<file path="src/rtl/seq_pkg.sv">
// Shared types and constants for the operand sequencer.
package seq_pkg;

  // Operand width consumed by the factorizer.
  localparam int unsigned NUMBER_W = 7;

  // Per-button debounce FSM states.
  typedef enum logic [1:0] {
    StReleased  = 2'd0,
    StArming    = 2'd1,
    StPressed   = 2'd2,
    StDisarming = 2'd3
  } deb_state_e;

  // rate_sel encodings: auto period = 2^(BASE_SHIFT + 2*rate_sel) cycles.
  localparam logic [1:0] RateX1  = 2'd0;
  localparam logic [1:0] RateX4  = 2'd1;
  localparam logic [1:0] RateX16 = 2'd2;
  localparam logic [1:0] RateX64 = 2'd3;

endpackage

</file>
<file path="src/rtl/button_debounce.sv">
// Two-flop synchroniser plus debounce FSM for one raw button; emits a
// one-cycle press pulse when a debounced rising edge is accepted.
module button_debounce
  import seq_pkg::*;
#(
  parameter int unsigned DEBOUNCE_CYCLES = 16
) (
  input  logic clk,
  input  logic rst,
  input  logic btn,
  output logic press
);

  localparam int unsigned CW = $clog2(DEBOUNCE_CYCLES);
  localparam logic [CW-1:0] CountLast = CW'(DEBOUNCE_CYCLES - 1);

  logic          sync1_q, level_q;
  logic          vld1_q, vld2_q;
  logic          primed_q;
  deb_state_e    state_q, state_d;
  logic [CW-1:0] count_q, count_d;
  logic          count_done;

  assign count_done = (count_q == CountLast);

  // Synchroniser, priming flag and FSM state registers. A button held through
  // reset is ignored until the synchronised level has been seen low once.
  always_ff @(posedge clk) begin
    if (rst) begin
      sync1_q  <= 1'b0;
      level_q  <= 1'b0;
      vld1_q   <= 1'b0;
      vld2_q   <= 1'b0;
      primed_q <= 1'b0;
      state_q  <= StReleased;
      count_q  <= '0;
    end else begin
      sync1_q <= btn;
      level_q <= sync1_q;
      vld1_q  <= 1'b1;
      vld2_q  <= vld1_q;
      if (vld2_q && !level_q) primed_q <= 1'b1;
      state_q <= state_d;
      count_q <= count_d;
    end
  end

  // Next-state and stability counter.
  always_comb begin
    state_d = state_q;
    count_d = count_q;
    case (state_q)
      StReleased: begin
        if (level_q && primed_q) begin
          state_d = StArming;
          count_d = '0;
        end
      end
      StArming: begin
        if (!level_q)        state_d = StReleased;
        else if (count_done) state_d = StPressed;
        else                 count_d = count_q + 1'b1;
      end
      StPressed: begin
        if (!level_q) begin
          state_d = StDisarming;
          count_d = '0;
        end
      end
      StDisarming: begin
        if (level_q)         state_d = StPressed;
        else if (count_done) state_d = StReleased;
        else                 count_d = count_q + 1'b1;
      end
      default: state_d = StReleased;
    endcase
  end

  // Press pulse in the cycle the arming run completes.
  always_comb begin
    press = (state_q == StArming) && level_q && count_done;
  end

endmodule

</file>
<file path="src/rtl/number_sequencer.sv">
// Operand sequencer feeding the factorizer: manual load from switches,
// debounced single-step, or auto-increment at a selectable rate.
// Optional build macro SEQ_SKIP_TRIVIAL_EN: increments skip operands 0 and 1.
module number_sequencer
  import seq_pkg::*;
#(
  parameter int unsigned WIDTH           = NUMBER_W,
  parameter int unsigned DEBOUNCE_CYCLES = 16,
  parameter int unsigned BASE_SHIFT      = 18
) (
  input  logic             clk,
  input  logic             rst,
  input  logic [WIDTH-1:0] sw_number,
  input  logic             load_btn,
  input  logic             step_btn,
  input  logic             auto_en,
  input  logic [1:0]       rate_sel,
  input  logic             hold,
  output logic [WIDTH-1:0] number,
  output logic             number_valid
);

  // One spare bit so the longest period minus one is representable.
  localparam int unsigned PW = BASE_SHIFT + 7;
  localparam logic [PW-1:0] One = PW'(1);

  logic             load_press, step_press;
  logic             auto_s1_q, auto_q;
  logic [PW-1:0]    presc_q, presc_d, period_m1;
  logic [WIDTH-1:0] number_q, number_d, number_inc;
  logic             valid_q, valid_d;
  logic             tick;

  button_debounce #(
    .DEBOUNCE_CYCLES(DEBOUNCE_CYCLES)
  ) u_load_db (
    .clk  (clk),
    .rst  (rst),
    .btn  (load_btn),
    .press(load_press)
  );

  button_debounce #(
    .DEBOUNCE_CYCLES(DEBOUNCE_CYCLES)
  ) u_step_db (
    .clk  (clk),
    .rst  (rst),
    .btn  (step_btn),
    .press(step_press)
  );

  // auto_en synchroniser, prescaler and operand registers.
  always_ff @(posedge clk) begin
    if (rst) begin
      auto_s1_q <= 1'b0;
      auto_q    <= 1'b0;
      presc_q   <= '0;
      number_q  <= '0;
      valid_q   <= 1'b0;
    end else begin
      auto_s1_q <= auto_en;
      auto_q    <= auto_s1_q;
      presc_q   <= presc_d;
      number_q  <= number_d;
      valid_q   <= valid_d;
    end
  end

  // Auto period minus one for the current rate; a rate change applies at once.
  always_comb begin
    case (rate_sel)
      RateX1:  period_m1 = (One << BASE_SHIFT) - One;
      RateX4:  period_m1 = (One << (BASE_SHIFT + 2)) - One;
      RateX16: period_m1 = (One << (BASE_SHIFT + 4)) - One;
      RateX64: period_m1 = (One << (BASE_SHIFT + 6)) - One;
      default: period_m1 = (One << BASE_SHIFT) - One;
    endcase
  end

  // >= rather than == so a shortened period ticks immediately.
  assign tick = auto_q && !hold && (presc_q >= period_m1);

  // Successor operand for step presses and auto ticks.
  always_comb begin
    number_inc = number_q + 1'b1;
`ifdef SEQ_SKIP_TRIVIAL_EN
    if (number_inc < WIDTH'(2)) number_inc = WIDTH'(2);
`endif
  end

  // Update selection (load > step > tick) and prescaler next state.
  always_comb begin
    number_d = number_q;
    valid_d  = 1'b0;
    if (!hold) begin
      if (load_press) begin
        number_d = sw_number;
        valid_d  = 1'b1;
      end else if (step_press || tick) begin
        number_d = number_inc;
        valid_d  = 1'b1;
      end
    end
    presc_d = presc_q;
    if (!auto_q) begin
      presc_d = '0;
    end else if (!hold) begin
      if (load_press || tick) presc_d = '0;
      else                    presc_d = presc_q + 1'b1;
    end
  end

  assign number       = number_q;
  assign number_valid = valid_q;

endmodule

</file>
<file path="config.mk">
export PLATFORM = sky130hd
export DESIGN_NAME = number_sequencer
export DESIGN_NICKNAME = d
export VERILOG_FILES = /design/src/rtl/seq_pkg.sv /design/src/rtl/button_debounce.sv /design/src/rtl/number_sequencer.sv
export SDC_FILE = /design/constraint.sdc
export NUM_CORES = 1
export LEC_CHECK = 0
export ABC_CLOCK_PERIOD_IN_PS = 2610
export CAP_MARGIN = 10
export CORE_MARGIN = 1.5
export CORE_UTILIZATION = 45
export DETAILED_ROUTE_END_ITERATION = 6
export GPL_TIMING_DRIVEN = 0
export PLACE_DENSITY = 0.67
export SYNTH_ARGS = -nofsm -noshare
export SYNTH_HDL_FRONTEND = slang
export SYNTH_SLANG_ARGS = --single-unit
export TNS_END_PERCENT = 10
</file>
<file path="constraint.sdc">
create_clock -name clk -period 2.61 [get_ports clk]
set_input_delay 0.783 -clock clk [delete_from_list [all_inputs] [get_ports clk]]
set_output_delay 0.783 -clock clk [all_outputs]
set_load 0.02 [all_outputs]
</file>
==> out/results.ini <==
[status]
outcome = completed

[yosys]
yosysUniqueCellTypes = 45
syn_avg_cell_area_um2 = 8.486
synth_area_leaders = dfxtp_1 (41%), nor3_1 (6.0%), xor2_1 (5.5%), nand2_1 (4.9%), nor2_1 (4.3%)
ys.flop_type = dfxtp_1
synth_area_um2 = 2690
synth_top_cells_by_count = dfxtp_1 (55), nand2_1 (35), nor3_1 (32), nor2_1 (31), a21oi_1 (18)
yosysMostFrequentCell = dfxtp_1
syn_nets = 340
netlist_instances = 317
synth_edf_count = 0
synth_top_area_share_pct = 40.93
yosysTopAreaCell = dfxtp_1
yosysSeqAreaShare_pct = 40.93
ys_ff_latch = 55
yosysWarnings = 0
async_flop_share_pct = 0

[clock_network]
cts_tree = yes
insertion_delay_ps = 310
root_buffer = clkbuf_8
clk_pin_slew_ps = 100
cts_max_path_buffers = 2
cts_setup_buffers = 0
cts_inserted_buffers = 5
hold_buffers = 0
cts-htree-levels = 2
clock-sinks = 55

[sta]
fin_crit_sh_pct = 97.40
whs_ps = 450.6
slew_violations = 0
relSlewSlack_pct = 65.15
finalHoldViolCount = 0
report.final.setup_viol = 0
rsz0062_at_grt = false
clock_skew_ps = 5.394
fmax_mhz = 393.4
worstMarginPinSlew_ps = 518.0
min_period_ps = 2542

[power]
p_leak_nw = 1.064
clockPowerShare_pct = 38.0
powerDensity_nw_per_um2 = 477.2
pwr-share-comb_pct = 4.4
p_sw_w = 0.0003187
p_total_w = 0.001480
p_int_w = 0.001161
swShare_pct = 21.53
pwr-share-seq_pct = 57.6
max-vdd-ir-drop_uv = 387.1

[place]
gp_congestion = 0.7689
io_buffers = 20
dp_hpwl_mm = 3.931
dpl.cell_count = 409

[die]
die_y_um = 80.32
io_pins = 23
start_util_pct = 47.68
die_width_um = 80.32
core_um2 = 5642
rows = 27
dieArea_um2 = 6451

[setup_path]
cp-start-kind = input port
r2r_end = presc_q[20]
r2r-start = presc_q[0]
critPathRequiredTime_ps = 2830
regToRegSetupSlack_ps = 170
end_kind = flip-flop
worstPathArrival_ps = 2760
crit_path_end = number[3]
crit_path_max_fanout = 10
crit_type = input port to flip-flop
worstRegToRegCells = 8
startpoint = rate_sel[1]

[global_routing]
grt_max_degree = 17
grt_use_met1_pct = 26.05
grt_pass1_vias = 2120
overflow = 0
grtUsageMet2_pct = 29.33
antenna_found_initial = 0
busiest_layer = met2
use_met3_pct = 4.432
grt_pass1_wl_mm = 9.653
grt_usage_pct = 19.08

[drt]
routed_wl_mm = 5.504
drt_pass1_iterations = 4
wl_per_cell_um = 13.23
vias = 2260
antenna_violating_nets_post_route = 0
drc = 0
first_iter_violations = 130
vias_per_cell = 5.433

[finish]
area_growth_pct = 15.30
num-nets-final = 367
n_antenna_cell = 0
stdcell_count = 416
n_fill_cell = 519
layout-drive-gt1-share_pct = 7.849
final_core_util_pct = 54.98

[worst_hold_path]
hold_path.class = flip-flop to flip-flop

[run]
maxCapViolations = 0

[sequential cells by signal, summed over array words and instances, names as in the netlist, named ones only]
signal              cells
u_step_db.primed_q      1
u_step_db.level_q       1
u_load_db.state_q       1
auto_q                  1
auto_s1_q               1
number                  7
u_load_db.vld1_q        1
number_valid            1
u_load_db.sync1_q       1
presc_q                25
u_load_db.count_q       4
u_load_db.primed_q      1
u_step_db.state_q       1
u_load_db.level_q       1
u_step_db.vld2_q        1
u_step_db.sync1_q       1
u_step_db.count_q       4
[power by group through the flow]
| stage | logic (W) | registers (W) | clock network, W |
|---|---|---|---|
| global route | 0.0000732 | 0.000854 | 0.000611 |
| global placement | 0.0000657 | 0.000872 | 0 |
| detailed placement | 0.0000666 | 0.000872 | 0 |
| CTS | 0.0000659 | 0.000852 | 0.000578 |
| floorplan | 0.0000374 | 0.000870 | 0 |
| finish | 0.0000656 | 0.000852 | 0.000562 |
[per-stage QoR]
step,setup TNS [ps],setup WS (ps),instance area (um^2)
after floorplan,0,133.8,2690
after global placement,-15810,-573.0,2980
after detailed placement,-15650,-575.7,2980
after CTS,0,32.51,3093
after global routing,0,7.098,3102
final,0,67.99,3102
[routing by layer]
layer | wire length [um] | up-vias
li1 | - | 1173
met1 | 2786 | 1047
met2 | 2418 | 34
met3 | 219 | 6
met4 | 80 | 0
met5 | 0 | -
[cells by family after synthesis]
family | count (synthesis) | share of synthesized area (%)
AND/OR/NAND/NOR | 162 | 30.37
buffers and inverters | 19 | 4.325
multiplexers | 3 | 1.116
XOR/XNOR | 24 | 7.814
AO/OA/AOI/OAI | 46 | 11.72
flip-flops | 55 | 40.93
adder cells (fa/ha/maj) | 8 | 3.721
[critical path, stage by stage]
cell and delay [ps]:
clkdlybuf4s15_1 230, or4_4 500, a211oi_2 230, a31oi_1 100, o211a_1 270, buf_6 150
a21o_4 240, o32ai_1 260
[worst min-delay path by stage]
| stage | from | end | depth (start not counted) | slack [ps] |
|---|---|---|---|---|
| floorplan | auto_s1_q | auto_q | 1 | 410 |
| global placement | u_load_db.sync1_q | u_load_db.level_q | 1 | 420 |
| detailed placement | u_load_db.sync1_q | u_load_db.level_q | 1 | 420 |
| CTS | u_load_db.sync1_q | u_load_db.level_q | 1 | 450 |
| global route | u_load_db.vld1_q | u_step_db.vld2_q | 1 | 470 |
| finish | u_load_db.vld1_q | u_step_db.vld2_q | 1 | 450 |
[cells in the final DEF, fill, tap and decap left out, drive strengths merged, types with 5 or more instances in the layout]
cell type / count
buf: 8
clkdlybuf4s50: 18
nand3: 16
xnor2: 7
dfxtp: 55
nor2b: 14
clkbuf: 9
nand2: 35
inv: 6
a21oi: 18
nand4: 9
o21ai: 5
xor2: 17
o32ai: 5
nor2: 31
nor3: 32
ha: 8
[timing repair]
item | CTS | global route
setup endpoints to repair | 26 | 4
pin swaps | 2 | 0
cloned | 0 | 0
resized for setup | 5 | 2
[area by class of cell]
| cell class | count | area [um^2] | share of cell area [%] |
|---|---|---|---|
| Buffer | 13 | 98.84 | 3.187 |
| Clock buffer | 5 | 68.82 | 2.219 |
| Clock inverter | 2 | 37.54 | 1.210 |
| Inverter | 6 | 22.52 | 0.7261 |
| Multi-Input combinational cell | 243 | 1484 | 47.84 |
| Sequential cell | 55 | 1101 | 35.50 |
| Tap cell | 72 | 90.09 | 2.904 |
| Timing Repair Buffer | 20 | 198.9 | 6.414 |
Note: power is estimated with default switching activity, not from simulation.
